==> config.mk <==
export PLATFORM = sky130hd
export DESIGN_NAME = hazard_scoreboard
export DESIGN_NICKNAME = d
export VERILOG_FILES = /design/src/rtl/hazard_scoreboard.sv
export SDC_FILE = /design/constraint.sdc
export NUM_CORES = 1
export LEC_CHECK = 0
export ABC_AREA = 1
export ABC_CLOCK_PERIOD_IN_PS = 1700
export CORE_MARGIN = 5
export CORE_UTILIZATION = 35
export CTS_CLUSTER_SIZE = 25
export DETAILED_ROUTE_END_ITERATION = 12
export SLEW_MARGIN = 20
export SYNTH_ARGS = -nofsm -noshare
export SYNTH_HDL_FRONTEND = slang
export SYNTH_SLANG_ARGS = --single-unit
==> constraint.sdc <==
create_clock -name clk -period 1.7 [get_ports clk]
set_clock_uncertainty 0.15 [all_clocks]
set_input_delay 0.255 -clock clk [delete_from_list [all_inputs] [get_ports clk]]
set_output_delay 0.255 -clock clk [all_outputs]
set_load 0.005 [all_outputs]
==> src/rtl/hazard_scoreboard.sv <==
// Decode-stage register hazard scoreboard: per-register countdown of in-flight
// writes, interlock in full or load-use-only mode, and one-deep flush undo.
module hazard_scoreboard #(
    parameter int REG_ADDR_W = 3,
    parameter int PIPE_DEPTH = 3,
    parameter int FWD_EN     = 0,
    parameter int CNT_W      = 16
) (
    input  logic                      clk,
    input  logic                      rst_n,
    input  logic                      id_valid,
    input  logic [REG_ADDR_W-1:0]     id_rs,
    input  logic [REG_ADDR_W-1:0]     id_rt,
    input  logic                      id_rs_used,
    input  logic                      id_rt_used,
    input  logic                      id_wr,
    input  logic [REG_ADDR_W-1:0]     id_rd,
    input  logic                      id_is_load,
    input  logic                      flush,
    output logic                      stall,
    output logic [(2**REG_ADDR_W)-1:0] busy,
    output logic [CNT_W-1:0]          stall_cnt
);

    localparam int NUM_REGS = 2**REG_ADDR_W;
    localparam int CW       = $clog2(PIPE_DEPTH + 1);
    localparam logic [CW-1:0] DEPTH = CW'(PIPE_DEPTH);

    logic [CW-1:0]         cnt      [NUM_REGS];
    logic [CW-1:0]         cnt_nxt  [NUM_REGS];
    logic [NUM_REGS-1:0]   ld, ld_nxt;
    logic                  last_vld, last_vld_nxt;
    logic [REG_ADDR_W-1:0] last_rd, last_rd_nxt;
    logic [CW-1:0]         prev_cnt, prev_cnt_nxt;
    logic                  prev_ld, prev_ld_nxt;
    logic [CW-1:0]         restore_cnt;
    logic                  hazard_rs, hazard_rt, issue;

    always_comb begin
        hazard_rs = 1'b0;
        hazard_rt = 1'b0;
        if (FWD_EN != 0) begin
            hazard_rs = id_rs_used && (cnt[id_rs] == DEPTH) && ld[id_rs];
            hazard_rt = id_rt_used && (cnt[id_rt] == DEPTH) && ld[id_rt];
        end else begin
            hazard_rs = id_rs_used && (cnt[id_rs] != '0);
            hazard_rt = id_rt_used && (cnt[id_rt] != '0);
        end
    end

    // stall: combinational request to hold decode this cycle; flush overrides it
    // because the decode instruction is being discarded anyway.
    assign stall = id_valid && !flush && (hazard_rs || hazard_rt);
    assign issue = id_valid && !stall && !flush;

    // Squashed producer: the entry it replaced has aged two edges since the snapshot.
    assign restore_cnt = (prev_cnt > CW'(2)) ? prev_cnt - CW'(2) : '0;

    always_comb begin
        for (int r = 0; r < NUM_REGS; r++) begin
            cnt_nxt[r] = (cnt[r] != '0) ? cnt[r] - CW'(1) : '0;
            ld_nxt[r]  = ld[r] && (cnt[r] > CW'(1));
        end
        last_vld_nxt = 1'b0;
        last_rd_nxt  = last_rd;
        prev_cnt_nxt = prev_cnt;
        prev_ld_nxt  = prev_ld;

        if (issue && id_wr) begin
            prev_cnt_nxt   = cnt[id_rd];
            prev_ld_nxt    = ld[id_rd];
            cnt_nxt[id_rd] = DEPTH;
            ld_nxt[id_rd]  = id_is_load;
            last_vld_nxt   = 1'b1;
            last_rd_nxt    = id_rd;
        end

        if (flush && last_vld) begin
            cnt_nxt[last_rd] = restore_cnt;
            ld_nxt[last_rd]  = prev_ld && (restore_cnt != '0);
        end
    end

    always_ff @(posedge clk or negedge rst_n) begin
        if (!rst_n) begin
            for (int r = 0; r < NUM_REGS; r++) begin
                cnt[r] <= '0;
            end
            ld        <= '0;
            last_vld  <= 1'b0;
            last_rd   <= '0;
            prev_cnt  <= '0;
            prev_ld   <= 1'b0;
            stall_cnt <= '0;
        end else begin
            for (int r = 0; r < NUM_REGS; r++) begin
                cnt[r] <= cnt_nxt[r];
            end
            ld       <= ld_nxt;
            last_vld <= last_vld_nxt;
            last_rd  <= last_rd_nxt;
            prev_cnt <= prev_cnt_nxt;
            prev_ld  <= prev_ld_nxt;
            if (stall && (stall_cnt != '1)) begin
                stall_cnt <= stall_cnt + CNT_W'(1);
            end
        end
    end

    always_comb begin
        busy = '0;
        for (int r = 0; r < NUM_REGS; r++) begin
            busy[r] = (cnt[r] != '0);
        end
    end

endmodule

Yosys cells after proc, flatten, opt, wreduce, memory -nomap -nowiden
Cells that the tools add are included.
{"block": "word_totals", "word_cells": 85, "inputBits": 17, "reg_bits": 38}
{"block": "op_classes", "n_lt_le_gt_ge": 7, "add_sub_neg": 10, "bitwise": 5, "eq_ne": 1, "reduce_logical": 24, "n_mux": 26}
{"op": "2-bit 2-to-1 mux", "n": 17}
{"op": "16-bit 2-to-1 mux", "n": 2}
{"op": "2-bit nonzero test", "n": 10}
{"op": "2-bit binary-select mux with 3-bit select", "n": 3}
{"op": "16-bit by 1-bit adder with 16-bit output (second input constant)", "n": 1}
{"op": "16-bit bitwise mux", "n": 1}
{"op": "4-bit >= comparator (second input constant)", "n": 4}
{"op": "16-bit != test (second input constant)", "n": 1}
{"op": "3-bit NOT with 4-bit output", "n": 4}
{"op": "16-bit OR", "n": 1}
{"op": "2-bit by 1-bit subtractor with 2-bit output (second input constant)", "n": 8}
{"op": "2-bit demux with 3-bit select", "n": 2}
{"op": "1-bit logical AND", "n": 11}
{"op": "4-bit by 1-bit < comparator with 1-bit output (second input constant)", "n": 2}
{"op": "2-bit greater-than comparator (second input constant)", "n": 1}
{"op": "1-bit logical NOT", "n": 2}
{"op": "2-bit subtractor (second input constant)", "n": 1}
{"op": "1-bit logical OR", "n": 1}
{"op": "1-bit 2-to-1 mux", "n": 1}

Logic depth before layout (Yosys ltp)
Gate-level depths: netlist (run 1).
{"block": "depth", "ltp_word": 15, "ltp_mapped": 10}

Worst setup path before layout (run 1)
OpenSTA, ideal clock, no wires.
{"block": "synth_path", "kind": "flip-flop to flip-flop", "startpoint": "reg stall_cnt[0]", "endpoint": "reg stall_cnt[1]", "arrival_ns": 1.431, "path_stages_with_launch": 9, "synth_period_minus_slack_ns": 1.654, "setup_slack_ns": 0.046, "required_time_ns": 1.477, "cell_sequence": "dfrtp_1 > ha_1 > nand2_1 > nor2_1 > nand4_2 > nand3_4 > buf_6 > nor2_2 > a21oi_2"}
{"block": "synth_via", "elab_chain_len": 2}
{"item": "start, declared", "line_no": "22", "source": "output logic [CNT_W-1:0] stall_cnt"}
{"item": "start signal, assigned", "line_no": "105", "source": "stall_cnt <= stall_cnt + CNT_W'(1);"}
{"item": "parallel branches: the longest is 2 deep, another holds 16-bit by 1-bit adder with 16-bit output"}
Several ways; the timed one is not identified.
A chain may end at the register's enable or synchronous reset.

Worst setup path in the final report (run 1)
{"block": "layout_path", "startpoint": "reg cnt[1] (netlist name)", "endpoint": "out stall"}
{"block": "layout_via", "elab_chain_len": 7}
{"item": "start, declared", "line_no": "29", "source": "logic [CW-1:0] cnt [NUM_REGS];"}
{"item": "start signal, assigned by index", "line_no": "97", "source": "cnt[r] <= cnt_nxt[r];"}
{"item": "2-bit binary-select mux with 3-bit select (on tied branches)", "line_no": "46, 47"}
{"item": "2-bit 2-to-1 mux (on tied branches) (2 in a row)", "line_no": "46, 47"}
{"item": "2-bit nonzero test (on tied branches)", "line_no": "46, 47"}
{"item": "1-bit logical AND (on tied branches)", "line_no": "46, 47"}
{"item": "1-bit logical OR (*)", "line_no": "53", "source": "assign stall = id_valid && !flush && (hazard_rs || hazard_rt);"}
{"item": "1-bit logical AND (*)", "line_no": "53"}
{"item": "end, declared", "line_no": "20", "source": "output logic stall,"}
Mark *: on every way between the ends. The rest lies on a longest branch, timed or not. The select of a mux whose other input is x is not followed.

==> out/results.tsv, run 1 <==
stage	metric	value	unit
pwr	sequential power share	0.415	
sta	fin crit period	1930	ps
cts	clk buf depth	2	
routing	Via density	4.79	
routing	DRT iter0 DRCs	102	
global_route	initial antenna violation count	0	
global_route	vias in the first global route	2473	
synth	syn_area_per_cell	7.38	um2
synth	Seq/Total Area, Yosys	0.399	
floorplan	total die area	8560	um2
pwr	design internal power	1.77	mW
global_route	pin count of the biggest net entering global routing	39	
sta	final hold violation count	0	
pwr	Overall Power	2.60	mW
sta	RSZ-0062 raised after global routing	yes	
pwr	maximum vdd drop	331	uV
floorplan	Initial Utilization	0.355	
sta	final hold slack	326	ps
synth	ys async rst share	1.00	
sta	final worst-path setup slack	-232	ps
job	Max Cap Viol	0	
worst_setup_path	CP endpoint kind	primary output	
global_route	Total Routing Usage GR	0.168	
floorplan	floorplan row count	30	
routing	first-pass detailed-route iteration total	4	
worst_setup_path	WP data required	1290	ps
run_status	outcome	finished, violations left	
cells_and_area	nets@finish	466	
global_route	global-route wire length before repair	11600	um
worst_setup_path	Critical Path Source Type	flip-flop	
place	GPL Wtd Cong	0.949	
synth	Net Count, Synth	341	
worst_setup_path	worst-path fanout max	3	
place	IO Port Bufs	40	
cells_and_area	commonest non-fill, non-tap cell in the layout	buf_4	
worst_setup_path	reg-to-reg setup timing slack	-180	ps
worst_setup_path	Worst Path Arrival	1530	ps
cts	Clk Latency, worst-skew pair	300	ps
pwr	power share of the clock group	0.251	
sta	fmax	518	MHz
cells_and_area	diode count	0	
cts	Sink Count	38	
routing	Post-Route WL	6810	um
pwr	Switch Pwr	827	uW
routing	Final ANT Viol Nets	0	
synth	Post-Synthesis Cells	323	
synth	Post-synth EDFFs	0	
global_route	Overflow after GRT	0	
worst_hold_path	worst hold stages	2	
cells_and_area	Area growth syn-to-layout	56.4	%
sta	Final setup viols	38	
floorplan	# IOs	42	
pwr	PwrDens	698	nW/um2
worst_setup_path	WS Path Type	flip-flop to primary output	
routing	average wire per standard cell	12.9	um
cells_and_area	commonest cells after routing, fill and taps aside	buf_4 (73), nand2_1 (66), inv_1 (46)	
synth	dominant synthesized flop cell	dfrtp_1	
sta	Rel. slew slack	0.665	
synth	post-synthesis cell type count	31	
floorplan	Die Y	92.5	um
sta	final clock period utilization by the worst path	1.14	
run_status	failing checks	negative setup slack	
routing	DRC	0	
cts	CTS buffer count	5	
cts	CTS H-tree depth	2	
synth	Synth area leaders	dfrtp_1 (40%), nand2_1 (11%), inv_1 (7.7%)	
pwr	Sw Share	0.318	
synth	area of the mapped netlist	2380	um2
sta	setup TNS	-4390	ps
place	post-DP HPWL	5000	um
cells_and_area	Post-Layout Cell Count	529	
cts	clk root buf	clkbuf_8	
floorplan	Die X	92.5	um
place	placed cells	509	
synth	Yosys reg bits	38	
synth	Synth top area share	0.399	
cells_and_area	Filler Cell Count	642	
worst_setup_path	worst-case reg-to-reg path depth	10	
pwr	logic gate share of total power	0.334	
cts	clk slew on worst S/H paths	70	ps
sta	max-slew violations	0	
floorplan	core area	6720	um2
pwr	Pleak	1.88	nW
routing	DR vias	2533	
worst_hold_path	Worst Hold Class	flip-flop to flip-flop	
synth	Yosys warning total	0	
synth	Yosys top cell by area	dfrtp_1	
cells_and_area	ratio of cells with drive above 1 in the final layout	0.316	
sta	Slew @ Worst Pin	502	ps
cts	CTS tree	done	
==> power groups by stage <==
stage          Clock, mW  Sequential [mW]  Combinational, mW
6_report           0.652             1.08              0.870
3_5_place_dp           0             1.09              0.800
2_1_floorplan          0             1.10              0.332
5_1_grt            0.713             1.10              0.960
4_1_cts            0.678             1.07              0.862
3_3_place_gp           0             1.09              0.787
==> worst paths after layout <==
path,from,end
max reg2reg,cnt[1],cnt[0]
min,prev_cnt[1],prev_cnt[1]
max,cnt[1],stall
min reg2reg,prev_cnt[1],prev_cnt[1]
min in group asynchronous,rst_n,last_vld
max in group asynchronous,rst_n,stall_cnt[3]
==> metal layers <==
layer	wire length [um]	vias up	GRT usage	share of wire
met4	88	0	0.0582	0.013
met1	3270	1181	0.228	0.48
li1	-	1294	-	-
met2	3190	53	0.274	0.47
met5	0	-	0	0
met3	265	5	0.0227	0.039
==> Yosys cell counts, types with 2 or more instances <==
cell      number
nand2_1       68
inv_1         49
dfrtp_1       38
nor2_1        28
nand3_1       27
a21oi_1       24
nor3_1        15
o21ai_0       13
o21ai_1        9
xor2_1         8
nor2_2         6
nand3_2        5
inv_2          4
o211ai_1       4
a21oi_2        3
buf_6          3
nand4_1        3
buf_2          2
xnor2_1        2
==> critical path, stage by stage (launching register included) <==
cell and delay (ps):
dfrtp_1 410, nor2_4 180, nand2_1 80, nand3_1 90, nand3_1 80, nand3_2 100, nand2_4 60, and2_4 140
buf_6 110
==> sequential cells by signal, summed over array words and instances, names as in the netlist <==
name and cells:
cnt 16, prev_cnt 2, stall_cnt 16, last_vld 1, last_rd 3
==> through the flow <==
| stage | worst slack, ps | area [um2] | utilization |
|---|---|---|---|
| after global routing | -300 | 3720 | 0.554 |
| after floorplan | 46.3 | 2380 | - |
| final | -232 | 3720 | 0.554 |
| after global placement | -647 | 3370 | 0.501 |
| after detailed placement | -704 | 3370 | 0.501 |
| after CTS | -239 | 3620 | 0.538 |
==> logic make-up after synthesis <==
| kind of cell | Yosys count | synth area share |
|---|---|---|
| simple gates | 161 | 0.331 |
| buf+inv | 59 | 0.103 |
| flops | 38 | 0.399 |
| compound gates | 54 | 0.124 |
| fa+ha+maj | 1 | 0.00525 |
| xor+xnor | 10 | 0.0368 |
==> final cells by class <==
cell class	instances	area [um2]	share of cell area
multi-input combinational	228	1350	0.361
timing repair buffer	121	1030	0.277
sequential	38	952	0.256
inverter	54	203	0.0544
tap	80	100	0.0269
clock buffer	7	86.3	0.0232
clock inverter	1	5.00	0.00134
==> timing repair <==
| action | 4_1_cts | 5_1_grt |
|---|---|---|
| pin swaps | 14 | 17 |
| endpoints found under the hold margin | 38 | 0 |
| setup buffers | 8 | 1 |
| gates resized for setup | 41 | 29 |
| gates cloned | 2 | 0 |
| endpoints found under the setup margin | 51 | 52 |
| hold buffers | 1 | 0 |
Note: power is estimated with default switching activity, not from simulation.
==> run 2, diff against run 1 <==
--- a/config.mk
+++ b/config.mk
@@ -7,10 +7,13 @@
 export LEC_CHECK = 0
 export ABC_AREA = 1
 export ABC_CLOCK_PERIOD_IN_PS = 1700
+export CELL_PAD_IN_SITES_DETAIL_PLACEMENT = 0
+export CELL_PAD_IN_SITES_GLOBAL_PLACEMENT = 2
 export CORE_MARGIN = 5
-export CORE_UTILIZATION = 35
+export CORE_UTILIZATION = 27
 export CTS_CLUSTER_SIZE = 25
 export DETAILED_ROUTE_END_ITERATION = 12
+export PLACE_DENSITY_LB_ADDON = 0.1
 export SLEW_MARGIN = 20
 export SYNTH_ARGS = -nofsm -noshare
 export SYNTH_HDL_FRONTEND = slang
==> run 2 against run 1 <==
  * The run still ends with negative setup slack left
  * Largest cell class unchanged
  * Critical path type unchanged
  * Non-clock buffer count rose by 21
  * Die area up 26%
  * Register-to-register slack hardly changed
  * Highest routed layer unchanged
  * Combinational power is 3.8% higher
  * Critical endpoint unchanged
  * Clock power down 7.1%
  * Via count is 0.55% higher
==> out/results.tsv, run 2 (same netlist as run 1, synthesis figures left out) <==
stage	metric	value	unit
cells_and_area	Filler Cell Count	920	
global_route	Overflow after GRT	0	
floorplan	# IOs	42	
cells_and_area	commonest cells after routing, fill and taps aside	buf_4 (88), nand2_1 (66), inv_1 (43)	
cells_and_area	nets@finish	485	
cts	clk buf depth	2	
worst_setup_path	Critical Path Source Type	flip-flop	
floorplan	Die X	104	um
worst_setup_path	Crit-path slowest cell	dfrtp_1	
pwr	maximum vdd drop	526	uV
place	dpl ws	-724	ps
worst_setup_path	Largest stage delay, worst path	410	ps
worst_setup_path	WS Path Type	flip-flop to primary output	
routing	Via density	4.43	
worst_setup_path	CP endpoint kind	primary output	
floorplan	total die area	10800	um2
global_route	met2 usage	0.209	
cts	CTS tree	done	
worst_setup_path	worst-case reg-to-reg path depth	12	
routing	first-pass detailed-route iteration total	4	
sta	final clock period utilization by the worst path	1.15	
global_route	Total Routing Usage GR	0.144	
global_route	grt peak-use layer	met1	
worst_hold_path	Worst Hold Class	input pin to asynchronous set/reset pin	
cts	clk root buf	clkbuf_8	
place	IO Port Bufs	40	
global_route	initial antenna violation count	0	
place	Placed Area	3510	um2
floorplan	core area	8680	um2
routing	DR vias	2547	
worst_setup_path	Critical Path, Cell by Cell	nor2_4 -> nand2_1 -> nand3_1 -> nand3_1 -> nand3_2 -> nand2_4 -> and2_4 -> buf_6	
worst_setup_path	Worst Path Arrival	1550	ps
cells_and_area	Register Area	951	um2
sta	final hold violation count	0	
global_route	global-route wire length before repair	12800	um
cells_and_area	largest registers	cnt x16, stall_cnt x16, last_rd x3	
pwr	PwrDens	645	nW/um2
sta	Slew @ Worst Pin	427	ps
run_status	outcome	finished, violations left	
floorplan	floorplan row count	34	
routing	DRT iter0 DRCs	94	
cts	Clk Latency, worst-skew pair	290	ps
place	GPL Wtd Cong	0.851	
worst_setup_path	worst-path fanout max	3	
job	Max Cap Viol	0	
pwr	Overall Power	2.58	mW
cts	CTS buffer count	5	
cells_and_area	diode count	0	
pwr	Pleak	2.01	nW
cts	clk slew on worst S/H paths	70	ps
floorplan	Initial Utilization	0.275	
sta	fmax	512	MHz
sta	Rel. slew slack	0.715	
routing	Post-Route WL	7480	um
global_route	M3 GR Usage	0.0267	
sta	RSZ-0062 raised after global routing	yes	
global_route	pin count of the biggest net entering global routing	24	
global_route	GR Util met1	0.215	
global_route	vias in the first global route	2555	
cells_and_area	area of the multi-input gates	1390	um2
cts	Sink Count	38	
sta	Final setup viols	38	
cells_and_area	design area	4000	um2
worst_setup_path	WP data required	1290	ps
floorplan	Die Y	104	um
sta	final worst-path setup slack	-252	ps
routing	Final ANT Viol Nets	0	
sta	fin crit period	1950	ps
cts	CTS H-tree depth	2	
worst_setup_path	most frequent CP cell	nand3_1	
cells_and_area	final core utilization	0.460	
cells_and_area	Area growth syn-to-layout	67.8	%
cells_and_area	ratio of cells with drive above 1 in the final layout	0.355	
run_status	failing checks	negative setup slack	
cells_and_area	commonest non-fill, non-tap cell in the layout	buf_4	
routing	average wire per standard cell	13.0	um
routing	DRC	0	
place	post-DP HPWL	5720	um
sta	max-slew violations	0	
[run 2: worst paths after layout]
check | start | end | slack (ps)
setup / recovery | cnt[2] | stall | -250
hold / removal | rst_n | prev_cnt[0] | 280
hold reg to reg | prev_cnt[0] | prev_cnt[0] | 320
min in group clk | prev_cnt[0] | prev_cnt[0] | 320
setup reg to reg | cnt[2] | last_rd[2] | -180
max in group asynchronous | rst_n | stall_cnt[12] | 650
[run 2: cell type report]
type,count,share of cell area
clock buffers,7,0.0191
inverters,54,0.0507
multi-input cells,226,0.347
flip-flops and latches,38,0.238
well taps,108,0.0338
repair buffers,142,0.312
[run 2: repair_timing]
item	in CTS	in global routing
hold buffers	1	0
setup endpoints to repair	53	51
gates cloned	0	0
gates resized for setup	65	37
pin swaps	19	13
endpoints found under the hold margin	15	0
buffers inserted	12	9
[run 2: critical path: cells and delay by family (launching register included)]
family / cells / cell delay, ps
AND/OR/NAND/NOR: 7 / 750
flip-flops: 1 / 410
buffers and inverters: 1 / 110
[run 2: per-layer routing]
layer  vias up  wire, um
met1      1154      3910
li1       1329         -
met4         0       150
met5         -         0
met3        11       322
met2        53      3090
[run 2: report_power, final]
part | internal [mW] | switching (mW) | leakage [nW]
Sequential | 0.995 | 0.0727 | 0.515
Clock | 0.283 | 0.323 | 0.0383
Combinational | 0.468 | 0.435 | 1.46
Total | 1.75 | 0.830 | 2.01
[run 2: per-stage QoR]
stage	TNS [ps]	hold slack [ps]	cells
detailed placement	-19750	74.0	548
CTS	-4690	287	568
finish	-5070	279	575
global placement	-18480	66.7	548
global route	-8430	333	575
floorplan	0	-191	323
